==> src/rtl/sar_seq_ctrl.sv <==
// sar_seq_ctrl: single-clock sequencer for an NBITS SAR ADC (sample, MSB-first search, publish).
// Ports: clk/rst (sync, active-high); en/start/cont control; cmp from the comparator;
//    sample_o/dac_o/busy to the analog tile; dout/dout_valid/dout_ready result handshake;
//    overrun sticky flag. Latency start->dout_valid = SAMPLE_CYC+NBITS*SETTLE_CYC+1.
// Optional macro SAR_AVG_EN: publish the truncated mean of 4 back-to-back conversions per start.
module sar_seq_ctrl #(
   parameter int NBITS      = 8,
   parameter int SAMPLE_CYC = 2,
   parameter int SETTLE_CYC = 1
) (
   input  logic             clk,
   input  logic             rst,
   input  logic             en,
   input  logic             start,
   input  logic             cont,
   input  logic             cmp,
   output logic             sample_o,
   output logic [NBITS-1:0] dac_o,
   output logic             busy,
   output logic [NBITS-1:0] dout,
   output logic             dout_valid,
   input  logic             dout_ready,
   output logic             overrun
);

   localparam int CMAX = (SAMPLE_CYC > SETTLE_CYC) ? SAMPLE_CYC : SETTLE_CYC;
   localparam int CW   = (CMAX > 1) ? $clog2(CMAX) : 1;
   localparam int BW   = (NBITS > 1) ? $clog2(NBITS) : 1;

   typedef enum logic [1:0] {S_IDLE, S_SAMPLE, S_CONVERT, S_DONE} state_t;

   state_t           state_q, state_d;
   logic [CW-1:0]    cnt_q, cnt_d;       // cycles spent in SAMPLE / on the current trial code
   logic [BW-1:0]    bit_q, bit_d;       // bit currently under trial
   logic [NBITS-1:0] res_q, res_d;       // bits resolved so far
   logic             sample_q, sample_d;
   logic [NBITS-1:0] dac_q, dac_d;
   logic             busy_q, busy_d;
   logic [NBITS-1:0] dout_q, dout_d;
   logic             vld_q, vld_d;
   logic             ovr_q, ovr_d;
   logic [NBITS-1:0] trial_bit;

`ifdef SAR_AVG_EN
   logic [NBITS+1:0] acc_q, acc_d;
   logic [1:0]       avg_cnt_q, avg_cnt_d;
   logic [NBITS+1:0] acc_sum;

   assign acc_sum = acc_q + (NBITS+2)'(res_q);
`endif

   assign trial_bit = NBITS'(1) << bit_q;

   always_comb begin
      state_d = state_q;
      cnt_d   = cnt_q;
      bit_d   = bit_q;
      res_d   = res_q;
      dout_d  = dout_q;
      vld_d   = vld_q;
      ovr_d   = ovr_q;
`ifdef SAR_AVG_EN
      acc_d     = acc_q;
      avg_cnt_d = avg_cnt_q;
`endif
      if (!en) begin
         // Abort: partial results are dropped, published result value is kept.
         state_d = S_IDLE;
         cnt_d   = '0;
         vld_d   = 1'b0;
         ovr_d   = 1'b0;
`ifdef SAR_AVG_EN
         acc_d     = '0;
         avg_cnt_d = '0;
`endif
      end else begin
         if (vld_q && dout_ready) vld_d = 1'b0;
         unique case (state_q)
            S_IDLE: begin
               if (start) begin
                  state_d = S_SAMPLE;
                  cnt_d   = '0;
               end
            end
            S_SAMPLE: begin
               if (cnt_q == CW'(SAMPLE_CYC - 1)) begin
                  state_d = S_CONVERT;
                  cnt_d   = '0;
                  res_d   = '0;
                  bit_d   = BW'(NBITS - 1);
               end else begin
                  cnt_d = cnt_q + CW'(1);
               end
            end
            S_CONVERT: begin
               // Comparator is captured on the last settle cycle of each trial code.
               if (cnt_q == CW'(SETTLE_CYC - 1)) begin
                  cnt_d = '0;
                  if (cmp) res_d = res_q | trial_bit;
                  if (bit_q == '0) state_d = S_DONE;
                  else             bit_d   = bit_q - BW'(1);
               end else begin
                  cnt_d = cnt_q + CW'(1);
               end
            end
            S_DONE: begin
               cnt_d = '0;
`ifdef SAR_AVG_EN
               if (avg_cnt_q == 2'd3) begin
                  dout_d    = acc_sum[NBITS+1:2];
                  vld_d     = 1'b1;
                  if (vld_q && !dout_ready) ovr_d = 1'b1;
                  acc_d     = '0;
                  avg_cnt_d = '0;
                  state_d   = cont ? S_SAMPLE : S_IDLE;
               end else begin
                  acc_d     = acc_sum;
                  avg_cnt_d = avg_cnt_q + 2'd1;
                  state_d   = S_SAMPLE;
               end
`else
               dout_d  = res_q;
               vld_d   = 1'b1;
               // A result landing on an unconsumed one loses it, unless it is taken this edge.
               if (vld_q && !dout_ready) ovr_d = 1'b1;
               state_d = cont ? S_SAMPLE : S_IDLE;
`endif
            end
            default: state_d = S_IDLE;
         endcase
      end
      // Analog controls are decoded from the next state so they leave a flop.
      sample_d = (state_d == S_SAMPLE);
      busy_d   = (state_d != S_IDLE);
      dac_d    = (state_d == S_CONVERT) ? (res_d | (NBITS'(1) << bit_d)) : '0;
   end

   always_ff @(posedge clk) begin
      if (rst) begin
         state_q  <= S_IDLE;
         cnt_q    <= '0;
         bit_q    <= '0;
         res_q    <= '0;
         sample_q <= 1'b0;
         dac_q    <= '0;
         busy_q   <= 1'b0;
         dout_q   <= '0;
         vld_q    <= 1'b0;
         ovr_q    <= 1'b0;
`ifdef SAR_AVG_EN
         acc_q     <= '0;
         avg_cnt_q <= '0;
`endif
      end else begin
         state_q  <= state_d;
         cnt_q    <= cnt_d;
         bit_q    <= bit_d;
         res_q    <= res_d;
         sample_q <= sample_d;
         dac_q    <= dac_d;
         busy_q   <= busy_d;
         dout_q   <= dout_d;
         vld_q    <= vld_d;
         ovr_q    <= ovr_d;
`ifdef SAR_AVG_EN
         acc_q     <= acc_d;
         avg_cnt_q <= avg_cnt_d;
`endif
      end
   end

   assign sample_o   = sample_q;
   assign dac_o      = dac_q;
   assign busy       = busy_q;
   assign dout       = dout_q;
   assign dout_valid = vld_q;
   assign overrun    = ovr_q;

endmodule

==> config.mk <==
export PLATFORM = sky130hd
export DESIGN_NAME = sar_seq_ctrl
export DESIGN_NICKNAME = d
export VERILOG_FILES = /design/src/rtl/sar_seq_ctrl.sv
export SDC_FILE = /design/constraint.sdc
export NUM_CORES = 1
export LEC_CHECK = 0
export BUFFER_PORTS_ARGS = -buffer_cell sky130_fd_sc_hd__buf_2
export CAP_MARGIN = 20
export CORE_ASPECT_RATIO = 0.5
export CORE_MARGIN = 2
export CORE_UTILIZATION = 45
export DETAILED_ROUTE_END_ITERATION = 16
export PLACE_DENSITY = 0.73
export SLEW_MARGIN = 20
export SYNTH_ARGS = -nofsm -noshare
export SYNTH_HDL_FRONTEND = slang
export SYNTH_SLANG_ARGS = --single-unit
==> constraint.sdc <==
create_clock -name clk -period 4.5 [get_ports clk]
set_input_delay 1.125 -clock clk [delete_from_list [all_inputs] [get_ports clk]]
set_output_delay 1.125 -clock clk [all_outputs]
set_load 0.005 [all_outputs]
==> results.md, run 1 <==
- Power per Cell Area: roughly 340 nW/um^2
- Power Internal: approximately 0.0005 W
- Routed WL: 3360 um
- Ports: 27
- DRT antenna net count: 0
- WS Path Type: in -> reg
- CTS sink cnt: 34
- Comb pwr share: about 3.8%
- Total placed cells including tap cells: 241
- Clock Skew: 0.00580 ns
- Most frequent cells in the layout: 34 x dfxtp_1, 26 x buf_2, 20 x a21oi_1
- CTS Buf Count: 5
- Non-filler cells, final: 248
- Grt ovf: 0
- Gpl congestion: 0.865
- Vias per cell: 5.39
- Post-synth cell types: 35
- CP Capture Type: flip-flop
- Worst-path clk slew: 0.07 ns
- Setup bufs post-CTS: 0
- Period minus WS final: between 2 and 2.5 ns
- Synth-to-layout area growth: 15.5%
- # hold bufs at CTS: 0
- Site Rows: 15
- Leak pwr: 0.740 nW
- Cell Area, Synth: 1570 sq um
- # fillers: 322
- Die ar.: 4000 sq um
- Number of global-route vias before repair: 1128
- Net Sw Frac: 20.8%
- CP Max Fanout: 18
- Avg WL per Cell: 13.5 um
- Post-DP Area: 1700 sq um
- Tcrit/Tclk final: a little over half
- Register area share after synthesis: 43.4%
- Commonest non-fill, non-tap cell in the layout: dfxtp_1
- CTS resizes: 0
- Initial core utilization: between 40% and 50%
- Htree depth: 2
- M1 wire length: 1670 um
- Share of cells above drive strength 1: between 15 and 20%
- WP data required: 4.72 ns
- Crit path launch type: input port
- Top Metal Used: met4
- Least-Margin Pin Slew: 0.593 ns
- Final instance area: 1810 sq um
- MaxCap Viol Count: 0
- First-pass GRT wire length: 5240 um
- Met3 routed WL: about 160 um
- Seq pwr share: 49.4%
- Setup TNS: 0 ns
- Final core utilization: a little over half
- Worst rel slew slack: 60.4%
- Hold Vio Cnt, Final: 0
- Final routed DRC violation total: 0
- Multi-input gate area in the final layout: 806 sq um
- Clock power share: 46.9%
- Max Clk Rate: 407 MHz
- Core area: 3380 sq um
- Port Buffers: 26
- Final setup vio count: 0
- Status: finished, final reports clean
- GR Util All Layers: between 10% and 20%
- Final slew viol count: 0
- Sw Pwr: 0.000128 W
- Nets: about 220
- CP arrival: 2.68 ns
- FF+latch area: approximately 680 sq um
- Synth warnings: 0
- Pre-Repair DR Iteration Count: 4
- CTS tree: yes
- Final Power: approximately 0.0006 W
- CTS Buffer Depth: 2
- Via count: roughly 1300
- Initial antenna violation count: 0
- Die Y: 45.8 um
- Synthesized flop and latch total: 34
- Die Wd: roughly 88 um
- WL met2: about 1500 um
- Synthesized Nets: approximately 200
- RSZ-0062 raised after global routing: no
- Synth Area per Inst: 8.57 sq um
- DPL Wire Length: 2370 um
- Clk_lat worst skew: 0.29 ns
- Ant. Diodes: 0
- Mapped Cells: 183
- Hold Crit Class: reg -> reg
- CTS root buffer: clkbuf_8
- Largest net degree at the start of global routing: 22
- DRT iter0 DRCs: 46
- VDD IR max: 0.131 mV
-- cell usage after synthesis, drive strengths merged --
cell    count  area share, %
or3b        1           0.56
a21oi      20            6.4
nor3b       2           0.96
and2        1           0.48
ha         11            8.8
nor4        1           0.80
and4b       1           0.64
a221oi      1           0.56
or3         6            2.4
nand2      18            4.5
o22ai       2           0.80
o31ai       1           0.48
buf         3            1.7
nor2       19            4.5
clkbuf      7            1.7
dfxtp      34             43
o211ai      2           0.96
nand3      13            4.1
mux2i       1           0.64
a22oi       2           0.96
nand4b      2            1.1
and3        2           0.80
nor2b       4            1.6
or2         1           0.40
nand2b      7            2.8
and3b       1           0.56
o221ai      1           0.96
o311a       1           0.64
inv         8            1.9
a32oi       3            1.7
o21ai       6            1.9
a31oi       1           0.40
-- power groups by stage --
| stage | combinational (W) | sequential [W] | clock, W |
|---|---|---|---|
| finish | 0.0000232 | 0.000304 | 0.000289 |
| CTS | 0.0000229 | 0.000304 | 0.000293 |
| detailed placement | 0.0000226 | 0.000311 | 0 |
| global placement | 0.0000222 | 0.000311 | 0 |
| global route | 0.0000254 | 0.000304 | 0.000305 |
| floorplan | 0.0000168 | 0.000311 | 0 |
-- worst paths after layout --
path / from / to / slack (ns) / cells after the start
max: en / dac_o[6] / 2.04 / 6
min: dout[0] / dout[0] / 0.45 / 2
max reg2reg: state_q[0] / dac_o[6] / 2.31 / 7
min reg2reg: dout[0] / dout[0] / 0.45 / 2
-- stage by stage --
stage          setup WS [ns]  hold slack (ns)
6_report                2.04            0.453
3_5_place_dp            1.82            0.445
2_1_floorplan           2.16            0.453
4_1_cts                 2.10            0.455
5_1_grt                 1.95            0.481
3_3_place_gp            1.89            0.442
-- cells by family after synthesis --
logic type / Yosys count / share of synthesized area [%]
adder cells (fa/ha/maj): 11 / 8.77
flip-flops: 34 / 43.4
AND/OR/NAND/NOR: 79 / 26.2
multiplexers: 1 / 0.638
AO/OA/AOI/OAI: 40 / 15.7
buffers and inverters: 18 / 5.26
-- metal layers --
layer	global-route usage (%)	vias up
li1	-	683
met1	23.8	614
met2	27.3	35
met3	5.43	4
met4	4.62	0
met5	0	-
-- worst max-delay path: stages --
cell	delay [ns]
buf_2	0.29
nand2_1	0.20
o21ai_0	0.30
nand4b_1	0.23
or3_1	0.39
a21oi_1	0.14
-- layout make-up --
type,instances,share of cell area (%)
multi-input combinational,131,44.5
sequential,34,37.6
timing repair buffer,26,7.18
clock buffer,6,4.56
tap,42,2.90
clock inverter,1,1.66
inverter,8,1.66
-- state kept, by name, indices dropped and copies added (netlist names) --
register and cells:
bit_q 3, busy 1, cnt_q 1, dac_o 8, dout 8, dout_valid 1
overrun 1, res_q 8, sample_o 1, state_q 2
No activity file was read; power rests on OpenSTA's default activity.
==> run 2: changes to the inputs <==
Settings changed: PLACE_DENSITY 0.73 to 0.76.
Clock period 4.5 ns to 2.22 ns, I/O delays scaled along.
==> results.md, run 2 (synthesis gave the netlist of run 1 again) <==
- Die Wd: 87.5 um (unchanged)
- Vias per cell: 5.36 (-0.48%)
- Worst-path clk slew: 0.07 ns (about the same)
- Status: finished, final reports clean
- Port Buffers: 26 (unchanged)
- Post-DP Area: 1720 sq um (+1.3%)
- Avg WL per Cell: 13.3 um (-2.0%)
- RSZ-0062 raised after global routing: no
- Worst-path cell chain: inv_1 > ha_2 > nand2_1 > nor4_2 > and4b_1 > or3_1 > a21oi_1
- Power per Cell Area: 723 nW/um^2 (+110%)
- Least-Margin Pin Slew: 0.457 ns (-0.136 ns)
- CP arrival: 2.29 ns (-0.39 ns)
- Sw Pwr: 0.000269 W (+110%)
- CTS root buffer: clkbuf_8
- Commonest non-fill, non-tap cell in the layout: dfxtp_1
- Clock power share: 50.7% (+3.8 points)
- Site Rows: 15 (unchanged)
- Final setup vio count: 0 (unchanged)
- Slowest-stage cell, CP: ha_2
- CTS Buffer Depth: 2 (unchanged)
- Largest net degree at the start of global routing: 22 (unchanged)
- Initial core utilization: 46.4% (unchanged)
- Core area: 3380 sq um (unchanged)
- Hold Crit Class: reg -> reg
- GR Util All Layers: 18.2% (+0.73 points)
- Ant. Diodes: 0 (unchanged)
- Initial antenna violation count: 0 (unchanged)
- Max incr delay on CP: 0.38 ns (about the same)
- Max Clk Rate: 483 MHz
- CP Max Fanout: 6 (-12)
- Crit path buffers/inverters: 1 (unchanged)
- Grt ovf: 0 (unchanged)
- CTS sink cnt: 34 (unchanged)
- Net Sw Frac: 19.9% (-0.89 points)
- Worst rel slew slack: 69.4% (+9.1 points)
- Htree depth: 2 (unchanged)
- CTS Buf Count: 5 (unchanged)
- Synth-to-layout area growth: 19.1%
- Crit path launch type: flip-flop
- DPL Wire Length: 2440 um (+2.7%)
- DRT iter0 DRCs: 72 (+57%)
- Ports: 27 (unchanged)
- Pre-Repair DR Iteration Count: 4 (unchanged)
- CP top delay family: simple AND/OR/NAND/NOR gates
- Share of cells above drive strength 1: 21.9% (+3.9 points)
- Nets: 227 (+1.3%)
- Routed WL: 3350 um (-0.39%)
- Final instance area: 1870 sq um (+3.1%)
- Power Internal: 0.00108 W (+120%)
- Via count: 1351 (+1.1%)
- Period minus WS final: ~2.1 ns
- Tcrit/Tclk final: 93.3%
- Seq pwr share: 45.7% (-3.7 points)
- WP data required: 2.44 ns (-2.28 ns)
- Final routed DRC violation total: 0 (unchanged)
- Comb pwr share: 3.6% (-0.2 points)
- Number of global-route vias before repair: 1186 (+5.1%)
- CTS tree: yes
- Clock Skew: 0.00774 ns (+0.00195 ns)
- Die ar.: 4000 sq um (unchanged)
- CP Capture Type: flip-flop
- Gpl congestion: 0.852 (-1.6%)
- Final Power: 0.00135 W (+120%)
- VDD IR max: 0.342 mV (+160%)
- MaxCap Viol Count: 0 (unchanged)
- Hold Vio Cnt, Final: 0 (unchanged)
- WS Path Type: reg -> reg
- Die Y: 45.8 um (unchanged)
- DRT antenna net count: 0 (unchanged)
- Setup TNS: 0 ns (unchanged)
- Most frequent cells in the layout: 31 x dfxtp_1, 26 x buf_2, 20 x a21oi_1
- Leak pwr: 0.766 nW (+3.5%)
- Clk_lat worst skew: 0.29 ns (about the same)
- Final slew viol count: 0 (unchanged)
- First-pass GRT wire length: 5400 um (+3.0%)
-- run 2: changes by cell type in the layout (fill, tap and decap cells not counted), sizes merged --
cell    change
buf         +3
bufinv      +1
clkbuf      -1
clkinv      +1
-- run 2: final cells by class --
cell class              count  area, sq um
clock buffers               5         68.8
clock inverters             3         68.8
fillers                   299         1510
inverters                   8         30.0
multi-input cells         131          811
flip-flops and latches     34          684
well taps                  42         52.6
repair buffers             29          153
-- run 2: per-layer routing --
| layer | wire length [um] | track usage (%) |
|---|---|---|
| met5 | 0 | 0 |
| met4 | 53 | 6.77 |
| met3 | 126 | 6.88 |
| met2 | 1520 | 28.6 |
| met1 | 1650 | 23.2 |
-- run 2: path summary, 6_finish.rpt --
path / from / to / slack (ns) / cells after the start
setup / recovery: state_q[0] / dac_o[3] / 0.15 / 7
hold / removal: dout[0] / dout[0] / 0.45 / 2
setup reg to reg: state_q[0] / dac_o[3] / 0.15 / 7
hold reg to reg: dout[0] / dout[0] / 0.45 / 2
-- run 2: timing repair --
action | in CTS | in global routing
hold buffers | 0 | 0
endpoints found under the setup margin | 0 | 7
resized for setup | 0 | 6
buffers inserted | 0 | 0
-- run 2: worst register-to-register path, cell delays in order (launching register included) --
cell and delay, ns:
dfxtp_2 0.37, inv_1 0.10, ha_2 0.38, nand2_1 0.14, nor4_2 0.24, and4b_1 0.27
or3_1 0.37, a21oi_1 0.14
-- run 2: power by group through the flow --
stage,combinational (W),sequential (W),clock (W)
2_1_floorplan,0.0000341,0.000630,0
3_3_place_gp,0.0000470,0.000630,0
3_5_place_dp,0.0000477,0.000631,0
4_1_cts,0.0000481,0.000616,0.000690
5_1_grt,0.0000546,0.000617,0.000725
6_report,0.0000491,0.000617,0.000684
-- run 2: stage by stage --
step	std cells	utilization, %	setup WS [ns]	hold WS (ns)
2_1_floorplan	183	-	0.300	0.453
3_3_place_gp	244	51.0	0.170	0.441
3_5_place_dp	244	51.0	0.0923	0.443
4_1_cts	252	55.0	0.0698	0.453
5_1_grt	252	55.3	0.0190	0.486
6_report	252	55.3	0.149	0.453
